[src/rtl/codec_pkg.sv]
// Shared definitions for the codec power-up sequencer.
// Holds the FSM state encoding (values double as the state_info display codes),
// the WM8731 register addresses and the default data written to each of them.
package codec_pkg;

    typedef enum logic [3:0] {
        StIdle    = 4'd0,
        StPowerup = 4'd1,
        StIssue   = 4'd2,
        StWait    = 4'd3,
        StGap     = 4'd4,
        StDone    = 4'd5,
        StError   = 4'd6
    } state_e;

    // WM8731 register addresses
    localparam logic [6:0] R_RESET  = 7'h0F;
    localparam logic [6:0] R_PWR    = 7'h06;
    localparam logic [6:0] R_APATH  = 7'h04;
    localparam logic [6:0] R_DPATH  = 7'h05;
    localparam logic [6:0] R_FMT    = 7'h07;
    localparam logic [6:0] R_SAMP   = 7'h08;
    localparam logic [6:0] R_ACTIVE = 7'h09;

    // Default 9-bit data for each register
    localparam logic [8:0] D_RESET  = 9'h000;  // reset
    localparam logic [8:0] D_PWR    = 9'h000;  // power all
    localparam logic [8:0] D_APATH  = 9'h012;  // DAC select, mic mute
    localparam logic [8:0] D_DPATH  = 9'h000;  // unmute DAC
    localparam logic [8:0] D_FMT    = 9'h002;  // I2S, 16-bit, slave
    localparam logic [8:0] D_SAMP   = 9'h000;  // normal mode, 48 kHz
    localparam logic [8:0] D_ACTIVE = 9'h001;  // active

    // Wire format sent to the I2C master: {reg_addr[6:0], reg_data[8:0]}
    function automatic logic [15:0] make_word(input logic [6:0] addr, input logic [8:0] data);
        return {addr, data};
    endfunction

endpackage

[src/rtl/codec_init_seq_if.sv]
// Handshake/bus between the init sequencer and the byte-level I2C master.
//   i2c_start    : one-cycle request pulse from the sequencer
//   i2c_dev_addr : 7-bit slave address
//   i2c_word     : {reg_addr, reg_data}, stable from start until done
//   i2c_busy     : master is executing a transfer
//   i2c_done     : one-cycle completion pulse from the master
//   i2c_nack     : valid with i2c_done; slave NACKed some byte
// Modport master = sequencer side, slave = I2C master side.
interface codec_init_seq_if;
    logic        i2c_start;
    logic [6:0]  i2c_dev_addr;
    logic [15:0] i2c_word;
    logic        i2c_busy;
    logic        i2c_done;
    logic        i2c_nack;

    modport master (
        output i2c_start,
        output i2c_dev_addr,
        output i2c_word,
        input  i2c_busy,
        input  i2c_done,
        input  i2c_nack
    );

    modport slave (
        input  i2c_start,
        input  i2c_dev_addr,
        input  i2c_word,
        output i2c_busy,
        output i2c_done,
        output i2c_nack
    );
endinterface

[src/rtl/codec_reg_rom.sv]
// Combinational table of codec register writes, in issue order.
//   index : table entry to read
//   word  : {reg_addr, reg_data}; zero for indices beyond the table
module codec_reg_rom
    import codec_pkg::*;
#(
    parameter int unsigned IDX_W = 3
) (
    input  logic [IDX_W-1:0] index,
    output logic [15:0]      word
);

    logic [31:0] index_ext;
    assign index_ext = 32'(index);

    always_comb begin
        word = 16'h0000;
        case (index_ext)
            32'd0:   word = make_word(R_RESET,  D_RESET);
            32'd1:   word = make_word(R_PWR,    D_PWR);
            32'd2:   word = make_word(R_APATH,  D_APATH);
            32'd3:   word = make_word(R_DPATH,  D_DPATH);
            32'd4:   word = make_word(R_FMT,    D_FMT);
            32'd5:   word = make_word(R_SAMP,   D_SAMP);
            32'd6:   word = make_word(R_ACTIVE, D_ACTIVE);
            default: word = 16'h0000;
        endcase
    end

endmodule

[src/rtl/codec_init_seq.sv]
// Power-up configuration sequencer for a WM8731-class codec.
// Waits STARTUP_CYCLES after reset, then writes each table entry through the
// I2C master, retrying NACKed writes up to MAX_RETRIES times with a GAP_CYCLES
// pause before every retry and between entries.
//   clk        : system clock
//   reset      : asynchronous, active-low reset
//   restart    : one-cycle pulse, reruns the whole sequence (ignored mid-transfer)
//   i2c        : handshake/bus to the I2C master (master modport)
//   init_done  : all entries ACKed
//   init_error : an entry exhausted its retries
//   state_info : current state code for the display
module codec_init_seq
    import codec_pkg::*;
#(
    parameter logic [6:0]  DEV_ADDR       = 7'h1A,
    parameter int unsigned NUM_REGS       = 7,
    parameter logic [31:0] STARTUP_CYCLES = 32'd1_200_000,
    parameter logic [15:0] GAP_CYCLES     = 16'd1200,
    parameter int unsigned MAX_RETRIES    = 3
) (
    input  logic                    clk,
    input  logic                    reset,
    input  logic                    restart,
    codec_init_seq_if.master        i2c,
    output logic                    init_done,
    output logic                    init_error,
    output logic [3:0]              state_info
);

    localparam int unsigned IDX_W = (NUM_REGS > 1) ? $clog2(NUM_REGS) : 1;
    localparam logic [IDX_W-1:0] LAST_IDX = IDX_W'(NUM_REGS - 1);
    localparam logic [1:0] RETRY_MAX = 2'(MAX_RETRIES);
    // Terminal counts; a zero length still spends one cycle in the state.
    localparam logic [31:0] STARTUP_LAST =
        (STARTUP_CYCLES == 32'd0) ? 32'd0 : STARTUP_CYCLES - 32'd1;
    localparam logic [31:0] GAP_LAST =
        (GAP_CYCLES == 16'd0) ? 32'd0 : {16'd0, GAP_CYCLES} - 32'd1;

    state_e            state_q, state_d;
    logic [31:0]       cnt_q, cnt_d;
    logic [IDX_W-1:0]  idx_q, idx_d;
    logic [1:0]        retry_q, retry_d;
    logic              adv_q, adv_d;
    logic              start_q, start_d;
    logic [15:0]       word_q, word_d;
    logic [15:0]       rom_word;

    codec_reg_rom #(
        .IDX_W (IDX_W)
    ) u_rom (
        .index (idx_q),
        .word  (rom_word)
    );

    always_ff @(posedge clk or negedge reset) begin
        if (!reset) begin
            state_q <= StIdle;
            cnt_q   <= 32'd0;
            idx_q   <= '0;
            retry_q <= 2'd0;
            adv_q   <= 1'b0;
            start_q <= 1'b0;
            word_q  <= 16'h0000;
        end else begin
            state_q <= state_d;
            cnt_q   <= cnt_d;
            idx_q   <= idx_d;
            retry_q <= retry_d;
            adv_q   <= adv_d;
            start_q <= start_d;
            word_q  <= word_d;
        end
    end

    always_comb begin
        state_d = state_q;
        cnt_d   = cnt_q;
        idx_d   = idx_q;
        retry_d = retry_q;
        adv_d   = adv_q;
        start_d = 1'b0;
        word_d  = word_q;

        // A transfer in flight is never abandoned, so restart is dropped in WAIT.
        if (restart && (state_q != StWait)) begin
            state_d = StPowerup;
            cnt_d   = 32'd0;
            idx_d   = '0;
            retry_d = 2'd0;
            adv_d   = 1'b0;
        end else begin
            case (state_q)
                StIdle: state_d = StPowerup;

                StPowerup: begin
                    if (cnt_q >= STARTUP_LAST) begin
                        cnt_d   = 32'd0;
                        idx_d   = '0;
                        retry_d = 2'd0;
                        state_d = StIssue;
                    end else begin
                        cnt_d = cnt_q + 32'd1;
                    end
                end

                StIssue: begin
                    // Word and start register together, so the word is valid
                    // in the same cycle the pulse is seen.
                    word_d = rom_word;
                    if (!i2c.i2c_busy) begin
                        start_d = 1'b1;
                        state_d = StWait;
                    end
                end

                StWait: begin
                    if (i2c.i2c_done) begin
                        if (!i2c.i2c_nack) begin
                            adv_d   = 1'b1;
                            cnt_d   = 32'd0;
                            state_d = StGap;
                        end else if (retry_q < RETRY_MAX) begin
                            retry_d = retry_q + 2'd1;
                            adv_d   = 1'b0;
                            cnt_d   = 32'd0;
                            state_d = StGap;
                        end else begin
                            state_d = StError;
                        end
                    end
                end

                StGap: begin
                    if (cnt_q >= GAP_LAST) begin
                        cnt_d = 32'd0;
                        if (!adv_q) begin
                            state_d = StIssue;
                        end else if (idx_q == LAST_IDX) begin
                            state_d = StDone;
                        end else begin
                            idx_d   = idx_q + 1'b1;
                            retry_d = 2'd0;
                            state_d = StIssue;
                        end
                    end else begin
                        cnt_d = cnt_q + 32'd1;
                    end
                end

                StDone:  state_d = StDone;
                StError: state_d = StError;
                default: state_d = StIdle;
            endcase
        end
    end

    assign i2c.i2c_start    = start_q;
    assign i2c.i2c_word     = word_q;
    assign i2c.i2c_dev_addr = DEV_ADDR;
    assign init_done        = (state_q == StDone);
    assign init_error       = (state_q == StError);
    assign state_info       = state_q;

endmodule
[src/flat_wrapper.sv]
// flat-port wrapper written by rule: the top's interface ports become plain ports
module codec_init_seq_flat import codec_pkg::*;
#(
    parameter logic [6:0]  DEV_ADDR       = 7'h1A,
    parameter int unsigned NUM_REGS       = 7,
    parameter logic [31:0] STARTUP_CYCLES = 32'd1_200_000,
    parameter logic [15:0] GAP_CYCLES     = 16'd1200,
    parameter int unsigned MAX_RETRIES    = 3
)
  (clk, reset, restart, init_done, init_error, state_info, i2c_i2c_start, i2c_i2c_dev_addr, i2c_i2c_word, i2c_i2c_busy, i2c_i2c_done, i2c_i2c_nack);
  codec_init_seq_if i2c_i ();
  input  logic clk;
  input  logic reset;
  input  logic restart;
  output logic init_done;
  output logic init_error;
  output logic [3:0] state_info;
  output wire logic [$bits(i2c_i.i2c_start)-1:0] i2c_i2c_start;
  output wire logic [$bits(i2c_i.i2c_dev_addr)-1:0] i2c_i2c_dev_addr;
  output wire logic [$bits(i2c_i.i2c_word)-1:0] i2c_i2c_word;
  input wire logic [$bits(i2c_i.i2c_busy)-1:0] i2c_i2c_busy;
  input wire logic [$bits(i2c_i.i2c_done)-1:0] i2c_i2c_done;
  input wire logic [$bits(i2c_i.i2c_nack)-1:0] i2c_i2c_nack;
  assign i2c_i2c_start = i2c_i.i2c_start;
  assign i2c_i2c_dev_addr = i2c_i.i2c_dev_addr;
  assign i2c_i2c_word = i2c_i.i2c_word;
  assign i2c_i.i2c_busy = i2c_i2c_busy;
  assign i2c_i.i2c_done = i2c_i2c_done;
  assign i2c_i.i2c_nack = i2c_i2c_nack;
  codec_init_seq #(.DEV_ADDR(DEV_ADDR), .NUM_REGS(NUM_REGS), .STARTUP_CYCLES(STARTUP_CYCLES), .GAP_CYCLES(GAP_CYCLES), .MAX_RETRIES(MAX_RETRIES)) u_core (.clk(clk), .reset(reset), .restart(restart), .i2c(i2c_i), .init_done(init_done), .init_error(init_error), .state_info(state_info));
endmodule
[config.mk]
export PLATFORM = sky130hd
export DESIGN_NAME = codec_init_seq_flat
export DESIGN_NICKNAME = d
export VERILOG_FILES = /design/src/rtl/codec_pkg.sv /design/src/rtl/codec_init_seq_if.sv /design/src/rtl/codec_reg_rom.sv /design/src/rtl/codec_init_seq.sv /design/src/flat_wrapper.sv
export SDC_FILE = /design/constraint.sdc
export NUM_CORES = 1
export LEC_CHECK = 0
export CAP_MARGIN = 20
export CORE_MARGIN = 5
export CORE_UTILIZATION = 40
export CTS_CLUSTER_SIZE = 30
export DETAILED_ROUTE_END_ITERATION = 10
export DONT_BUFFER_PORTS = 1
export GPL_ROUTABILITY_DRIVEN = 0
export SKIP_LAST_GASP = 1
export SLEW_MARGIN = 30
export SYNTH_ARGS = -nofsm -noshare
export SYNTH_HDL_FRONTEND = slang
export SYNTH_SLANG_ARGS = --single-unit
[constraint.sdc]
create_clock -name clk -period 3 [get_ports clk]
set_input_delay 0.45 -clock clk [delete_from_list [all_inputs] [get_ports clk]]
set_output_delay 0.45 -clock clk [all_outputs]
set_load 0.05 [all_outputs]
---- Word-level counts from Yosys, hierarchy flattened ----
Index checks and enable logic that the tools add are counted.
W data, S select, Z words.
storage, ports and cells
  output and inout bits ................... 30
  input bits .............................. 6
  word-level logic and storage cells ...... 91
  bits in registers ....................... 59
cells by class
  reductions and logical operators ........ 13
  $add $sub $neg .......................... 3
  muxes and demuxes ....................... 41
  bitwise gates (word level) .............. 1
  $lt $le $gt $ge ......................... 3
  equality and inequality tests ........... 23
operators by type and width
  cell                     count
  $mux W32                 6
  $pmux W32 S3             1
  $pmux W13 S7             1
  $add A32 B1 Y32 const B  1
  $ge A32 B11 Y1 const B   1
  $ge A32 B21 Y1 const B   1
  $logic_not A32 Y1        1
  $mux W4                  7
  $pmux W4 S7              1
  $mux W2                  9
  $mux W3                  6
  $ne A3 B1 Y1 const B     5
  $eq A4 B3 Y1 const B     3
  $ne A3 B2 Y1 const B     4
  $eq A3 B3 Y1 const B     3
  $eq A4 B2 Y1 const B     2
  $mux W1                  8
  $ne A4 B2 Y1 const B     2
  $reduce_and A8 Y1        1
  $eq A3 B2 Y1 const B     2
  $pmux W2 S3              1
  $pmux W3 S2              1
  $reduce_and A3 Y1        2
  $reduce_and A5 Y1        1
  other kinds (13)         14

---- Depth between registers and ports, before layout ----
Gate-level depths: netlist of the first run.
  word-level depth ........................ 6
  mapped depth ............................ 8
  gate-level depth less buffers ........... 8

---- Modules after synthesis ----
Synthesis of the first run repeated with hierarchy kept, for this count alone.
unflattened totals
  cells, all modules ...................... 368
  area, all modules ....................... 3,623.5 um^2
by module, submodules not included
  module          cells an instance  area an instance (um^2)  seq. area each (um^2)  times used
  codec_init_seq  347                3,473.3                  1,451.4                1
  codec_reg_rom   21                 150.1                    0.0                    1

---- Worst setup path before layout of the first run ----
No wires, ideal clock.
  path type ............................... reg2reg
  start ................................... register u_core.cnt_q[25]
  end ..................................... register u_core.state_q[1], in the netlist u_core.state_info[1]
  path buffers ............................ 1
  data required time ...................... 2.874 ns
  setup time .............................. 0.126 ns
  cell stages (with the launch flop) ...... 7
  clock period less this slack ............ 2.553 ns
  setup slack ............................. 0.447 ns
  arrival time ............................ 2.427 ns
  cells stage by stage .................... dfrtp_1 -> or4_4 -> or4_4 -> a2111oi_4 -> a41oi_2 -> buf_6 -> a221o_1
between the ends
  cells in the longest elaborated chain, start to end .. 3
  elaborated cells on any way between the ends .. 5
  those cells by class .................... 2 x order compare; 2 x eq/ne; 1 x reduce/logical
ends and longest elaborated chain
  item                                                     line                                         RTL
  start, declared                                          codec_init_seq.sv:40                         logic [31:0] cnt_q, cnt_d;
  start signal, assigned                                   codec_init_seq.sv:66                         cnt_q <= cnt_d;
  $ge A32 B11 Y1 / $ge A32 B21 Y1 (equally long branches)  codec_init_seq.sv:134, codec_init_seq.sv:96
  $ne A3 B1 Y1 (no source line)                            n/a
  $reduce_and A4 Y1 (no source line) (*)                   n/a
  end signal, assigned                                     codec_init_seq.sv:57                         state_q <= StIdle;
  end signal, assigned                                     codec_init_seq.sv:65                         state_q <= state_d;
  end, declared                                            codec_init_seq.sv:39                         state_e state_q, state_d;
Every way passes the cells marked *; elsewhere a longest branch is shown, timed or not.
A chain may end at the register's enable or synchronous reset.

---- Worst setup path in the final report of the first run ----
  start ................................... register u_core.cnt_q[24]
  end ..................................... register u_core.cnt_q[30]
between the ends
  cells in the longest elaborated chain, start to end .. 4
  elaborated cells on any way between the ends .. 7
  those cells by class .................... 1 x add/sub; 2 x order compare; 4 x mux
ends and longest elaborated chain
  item                                           line                                          RTL
  $add A32 B1 Y32, or another cell as far along  codec_init_seq.sv:102, codec_init_seq.sv:146
  $mux W32, on equally long branches             codec_init_seq.sv:134, codec_init_seq.sv:96
  $pmux W32 S3 (*)                               codec_init_seq.sv:92                          case (state_q)
  $mux W32 (*)                                   codec_init_seq.sv:85                          if (restart && (state_q != StWait)) begin
Marked as above.

==> flow_summary.yaml, run 1 <==
run_status:
  status: "finished clean"
die:
  dieArea_um2: 9600
  ios: 36
  rows: 32
  core_um2: 7650
  die_h_um: 98.0
  die_width_um: 98.0
  initial_core_util_pct: 40.5
setup_path:
  critPathMaxStageDelay_ps: 560
  arrival_ps: 3170
  required_ps: 3230
  slowest_stage: "or4_4"
  worst_r2r_endpoint: "u_core.cnt_q[30]$_DFFE_PN0P_"
  cp_max_fo: 20
  critPathKind: "reg -> reg"
  r2r_cells: 8
  cp-end-kind: "flop"
  crit_chain: "or4_4 -> or4_4 -> a2111oi_4 -> buf_4 -> a31oi_1 -> and2_1 -> buf_4 -> nor2_1"
  cp-start-kind: "flop"
  rrSetupSlack_ps: 70
  worstReg2RegStart: "u_core.cnt_q[24]$_DFFE_PN0P_"
global_routing:
  grt_overflow: 0
  grt_pass1_vias: 2473
  grt_use_total_pct: 15.6
  antenna_found_initial: 0
  grt_max_degree: 50
  grt_first_pass_wirelength_mm: 12.4
min_path:
  hold_end: "u_core.i2c.i2c_start$_DFF_PN0_"
  worst_hold_path.num_cells: 1
  hold_start: "i2c_i2c_busy"
  min_path_type: "in -> reg"
synthesis:
  synth-edff-count: 0
  ys.flop_type: "dfrtp_1"
  ys_ff_latch: 49
  synthArstFlopShare_pct: 100
  yosysSeqAreaShare_pct: 39.6
  synthCells: 347
  avgSynthCellArea_um2: 8.92
  yosysUniqueCellTypes: 61
  yosys_warnings: 0
  syn_area_um2: 3100
clock_network:
  post_cts_buffers: 0
  cts_tree: "yes"
  clock-sinks: 49
  clockBufferDepth: 2
  cts_buffers: 5
  clk_pin_slew_ps: 100
  clock-root-buffer: "clkbuf_8"
  insertion_delay_ps: 320
  htree_levels: 2
timing:
  skew_ps: 15.8
  worst_slack_ps: 67.7
  timing.final.crit_share_pct: 97.7
  setup_viol: 0
  fmax_ghz: 0.341
  layout_min_cycle_time_ps: 2930
  relSlewSlack_pct: 44.4
  hold_viol_final: 0
  finalMaxSlewViolations: 0
  grt_setup_unrepaired: "true"
  worst_pin_slew_ps: 823
  setup_tns_ps: 0
route:
  route.detailed.drc: 0
  drt_first_iter_violations: 123
  dr.pass1.iters: 4
  postRouteWirelength_mm: 7.26
  dr_total_vias: 2571
  ant_nets: 0
  wl_per_cell_um: 15.8
  vias_per_cell: 5.60
power_and_ir_drop:
  p_per_area_nw_per_um2: 674
  ir_worst_vdd_mv: 0.224
  total_leakage_power_uw: 0.00144
layout:
  fillers: 767
  syn2layout_area_growth_pct: 7.88
  utilization_pct: 43.7
  n_antenna_cell: 0
  final_nets: 368
  drive_gt1_share_pct: 13.2
place:
  dp_hpwl_mm: 5.21
  portBuffers: 0
  pre_cts_ws_ps: 175
run:
  cap_violations: 0
==> flip-flops by register name, summed over array words and instances (netlist names) <==
register              count
u_core.i2c.i2c_start      1
u_core.idx_q              3
u_core.adv_q              1
u_core.i2c.i2c_word       7
u_core.cnt_q             32
u_core.state_info         3
u_core.retry_q            2
==> where the power goes <==
group	internal (uW)	switching, uW
clock	169	247
combinational	260	612
sequential	742	223
total	1170	1080
==> worst max-delay path by stage <==
| stage | end | start | slack [ps] |
|---|---|---|---|
| after floorplan | u_core.state_info[1]$_DFFE_PN0P_ | u_core.cnt_q[25]$_DFFE_PN0P_ | 450 |
| after global placement | u_core.cnt_q[13]$_DFFE_PN0P_ | u_core.cnt_q[23]$_DFFE_PN0P_ | 220 |
| after detailed placement | u_core.cnt_q[13]$_DFFE_PN0P_ | u_core.cnt_q[23]$_DFFE_PN0P_ | 170 |
| after CTS | u_core.cnt_q[30]$_DFFE_PN0P_ | u_core.cnt_q[24]$_DFFE_PN0P_ | 140 |
| after global routing | u_core.cnt_q[21]$_DFFE_PN0P_ | u_core.cnt_q[24]$_DFFE_PN0P_ | -40 |
| final | u_core.cnt_q[30]$_DFFE_PN0P_ | u_core.cnt_q[24]$_DFFE_PN0P_ | 70 |
==> cell type report <==
| type | count | area [um2] | share of cell area [%] |
|---|---|---|---|
| clock buffers | 5 | 68.8 | 2.06 |
| clock inverters | 3 | 25.0 | 0.749 |
| inverters | 9 | 33.8 | 1.01 |
| multi-input cells | 273 | 1700 | 50.9 |
| flip-flops and latches | 49 | 1230 | 36.7 |
| well taps | 102 | 128 | 3.82 |
| repair buffers | 18 | 158 | 4.72 |
==> logic make-up after synthesis <==
| logic type | share of synthesized area, % |
|---|---|
| simple gates | 26.0 |
| fa+ha+maj | 2.43 |
| xor+xnor | 2.83 |
| flops | 39.6 |
| other cells | 0.243 |
| buf+inv | 7.64 |
| mux | 0.323 |
| compound gates | 20.9 |
==> metrics by stage <==
stage / hold slack (ps) / std cells / instance area (um2) / total power (uW)
6_report: 189 / 459 / 3340 / 2250
3_3_place_gp: 156 / 448 / 3190 / 1800
2_1_floorplan: 154 / 362 / 3150 / 1670
3_5_place_dp: 156 / 449 / 3200 / 1830
4_1_cts: 176 / 459 / 3330 / 2260
5_1_grt: 154 / 459 / 3340 / 2400
==> synthesized netlist by cell type, types with 3 or more instances <==
cell type	number	area share, %
a211o_1	7	2.0
a211oi_1	4	0.97
a21oi_1	15	2.4
a21oi_2	5	1.4
a31oi_1	8	1.6
and2_1	6	1.2
and3_1	8	1.6
buf_4	17	4.1
buf_6	3	1.1
clkbuf_1	9	1.1
dfrtp_1	49	40
ha_1	6	2.4
inv_1	8	0.97
nand2_1	33	4.0
nand3_1	16	2.6
nand3b_1	4	0.97
nand4_1	8	1.6
nor2_1	29	3.5
nor2_2	5	1.0
nor3_1	9	1.5
nor3b_1	4	0.97
nor4_1	3	0.61
o211ai_1	5	1.2
o21ai_0	18	2.9
or2_2	3	0.61
or3_1	10	2.0
or4_1	4	0.97
xnor2_1	5	1.4
xor2_1	5	1.4
==> what timing repair did <==
| item | 4_1_cts | 5_1_grt |
|---|---|---|
| endpoints found under the hold margin | 49 | 0 |
| gates resized for setup | 0 | 1 |
| hold buffers | 2 | 0 |
| endpoints found under the setup margin | 0 | 1 |
==> worst max-delay path, delay by kind of cell, from the launching register on <==
family          cells  cell delay [ps]
buf+inv             2              440
compound gates      2              540
simple gates        4             1450
flops               1              420
==> layer usage <==
metal / global-route usage [%] / share of wire (%) / vias to the layer above
li1: - / - / 1270
met1: 22.0 / 48 / 1239
met2: 24.0 / 47 / 55
met3: 3.36 / 4.7 / 7
met4: 4.79 / 1.1 / 0
met5: 0 / 0 / -
==> cells in the final DEF (no fill, tap or decap), types with 2 or more instances in the layout <==
cell and count:
o21ai_0 18, o22ai_1 2, nand3_1 16, a2bb2oi_1 2, and3_1 8, a21oi_1 15, and4_1 2, nor2_1 29
or2_2 3, nor4_1 3, o211ai_1 5, nand2_1 33, nor3b_1 4, ha_1 6, or3_1 10, a41oi_1 2
nor2_2 5, nor3_1 9, nand4_1 8, nand3b_1 4, or4_1 4, a211oi_1 4, nor2b_1 2, a2111oi_2 2
a21oi_2 5, or4_4 2, xor2_1 5, and2_1 6, dfrtp_1 49, a31oi_1 8, buf_4 16, a211o_1 7
inv_1 8, xnor2_1 5, clkbuf_8 5, conb_1 17
(Power assumes the default switching activity.)
==> run 2: changes to the inputs <==
- clock period: 3 -> 3.8 ns (I/O delays scaled with it)
==> run 2 against run 1 <==
Effect of this change: power down 22%; cell count shrank 2.4%; global-route usage down 0.70 points; maximum frequency shrank 1.9%; hold slack got worse by 87 ps; register-to-register slack better by 740 ps; core utilization is 1.3 points lower; combinational power shrank 27%.
==> flow_summary.yaml, run 2 (synthesis results as in run 1) <==
setup_path:
  required_ps: 4040
  cp_max_fo: 12
  crit_path_frequent_cell: "or4_4"
  rrSetupSlack_ps: 810
  critPathTopFamily: "simple AND/OR/NAND/NOR gates"
  cp-end-kind: "flop"
  critPathKind: "reg -> reg"
  cp.buffers_inverters: 1
  slowest_stage: "or4_4"
  crit_chain: "or4_4 -> or4_4 -> a2111oi_4 -> a31oi_1 -> and2_1 -> buf_6 -> nor2_1"
  cp-start-kind: "flop"
  critPathMaxStageDelay_ps: 570
  arrival_ps: 3230
power_and_ir_drop:
  clock_power_share_pct: 18.2
  ir_worst_vdd_mv: 0.230
  pwr-share-seq_pct: 45.3
  total_leakage_power_uw: 0.00138
  switching_power_uw: 838
  p_int_uw: 914
  p_comb_share_pct: 36.6
  swShare_pct: 47.8
  p_per_area_nw_per_um2: 540
timing:
  layout_min_cycle_time_ps: 2990
  hold_viol_final: 0
  finalMaxSlewViolations: 0
  relSlewSlack_pct: 44.0
  fmax_ghz: 0.334
  grt_setup_unrepaired: "false"
  setup_tns_ps: 0
  skew_ps: 11.3
  worst_slack_ps: 810
  worst_pin_slew_ps: 829
  setup_viol: 0
  timing.final.crit_share_pct: 78.7
global_routing:
  grt_pass1_vias: 2382
  grt_max_degree: 50
  grt_use_total_pct: 14.9
  grt_overflow: 0
  grt_first_pass_wirelength_mm: 11.9
  antenna_found_initial: 0
clock_network:
  cts_buffers: 5
  insertion_delay_ps: 310
  clockBufferDepth: 2
  post_cts_buffers: 0
  htree_levels: 2
  clock-root-buffer: "clkbuf_8"
  cts_resized: 0
  cts_hold_buf: 1
  clk_pin_slew_ps: 100
  cts_tree: "yes"
  clock-sinks: 49
layout:
  n_antenna_cell: 0
  mostFrequentLayoutCells: "dfrtp_1, nand2_1, nor2_1"
  final_common_cell: "dfrtp_1"
  largest_reg_flops: 32
  utilization_pct: 42.4
  final_nets: 357
  drive_gt1_share_pct: 10.7
  largest_register: "u_core.cnt_q"
  fin_area_um2: 3240
  syn2layout_area_growth_pct: 4.77
place:
  dp_hpwl_mm: 5.00
  portBuffers: 0
  placed_area_um2: 3110
  pre_cts_ws_ps: 746
die:
  dieArea_um2: 9600
  ios: 36
  die_width_um: 98.0
  initial_core_util_pct: 40.5
  die_h_um: 98.0
  rows: 32
  core_um2: 7650
route:
  drt_first_iter_violations: 96
  ant_nets: 0
  vias_per_cell: 5.67
  route.detailed.drc: 0
  wl_per_cell_um: 15.8
  postRouteWirelength_mm: 7.08
  dr.pass1.iters: 4
  dr_total_vias: 2541
run:
  cap_violations: 0
run_status:
  status: "finished clean"
min_path:
  min_path_type: "in -> async"
-- run 2: cell types whose count changed in the layout (fill, tap and decap cells not counted), sizes merged --
cell / delta
dlygate4sd3: -1
buf: -10
-- run 2: cell type report --
type                       instances  area, um2
clock buffer                       5       68.8
clock inverter                     3       21.3
fill                             764       4400
inverter                           9       33.8
multi-input combinational        273       1690
sequential                        49       1230
tap                              102        128
timing repair buffer               7       76.3
-- run 2: power by group through the flow --
stage | clock (uW) | sequential, uW | combinational [uW]
after floorplan | 0 | 791 | 529
after global placement | 0 | 802 | 607
after detailed placement | 0 | 805 | 613
after CTS | 334 | 794 | 629
after global routing | 357 | 807 | 710
final | 318 | 793 | 640
-- run 2: worst paths after layout --
| path | startpoint | to | cells after the start |
|---|---|---|---|
| setup / recovery | u_core.cnt_q[24]$_DFFE_PN0P_ | u_core.cnt_q[15]$_DFFE_PN0P_ | 7 |
| hold / removal | reset | u_core.cnt_q[26]$_DFFE_PN0P_ | 1 |
| setup reg to reg | u_core.cnt_q[24]$_DFFE_PN0P_ | u_core.cnt_q[15]$_DFFE_PN0P_ | 7 |
| hold reg to reg | u_core.retry_q[1]$_DFFE_PN0P_ | u_core.retry_q[1]$_DFFE_PN0P_ | 1 |
| max in group asynchronous | reset | u_core.cnt_q[8]$_DFFE_PN0P_ | 1 |
| min in group clk | i2c_i2c_busy | u_core.i2c.i2c_start$_DFF_PN0_ | 1 |
-- run 2: through the flow --
stage | power (uW) | hold WS [ps] | std cells
finish | 1750 | 102 | 448
global route | 1870 | 93.7 | 448
CTS | 1760 | 106 | 447
detailed placement | 1420 | 276 | 438
global placement | 1410 | 276 | 438
floorplan | 1320 | 274 | 362
-- run 2: metal layers --
metal | up-vias | routed length (um) | global-route usage [%]
li1 | 1242 | - | -
met2 | 57 | 3260 | 22.2
met1 | 1234 | 3350 | 21.6
met5 | - | 0 | 0
met3 | 8 | 356 | 3.00
met4 | 0 | 111 | 4.90
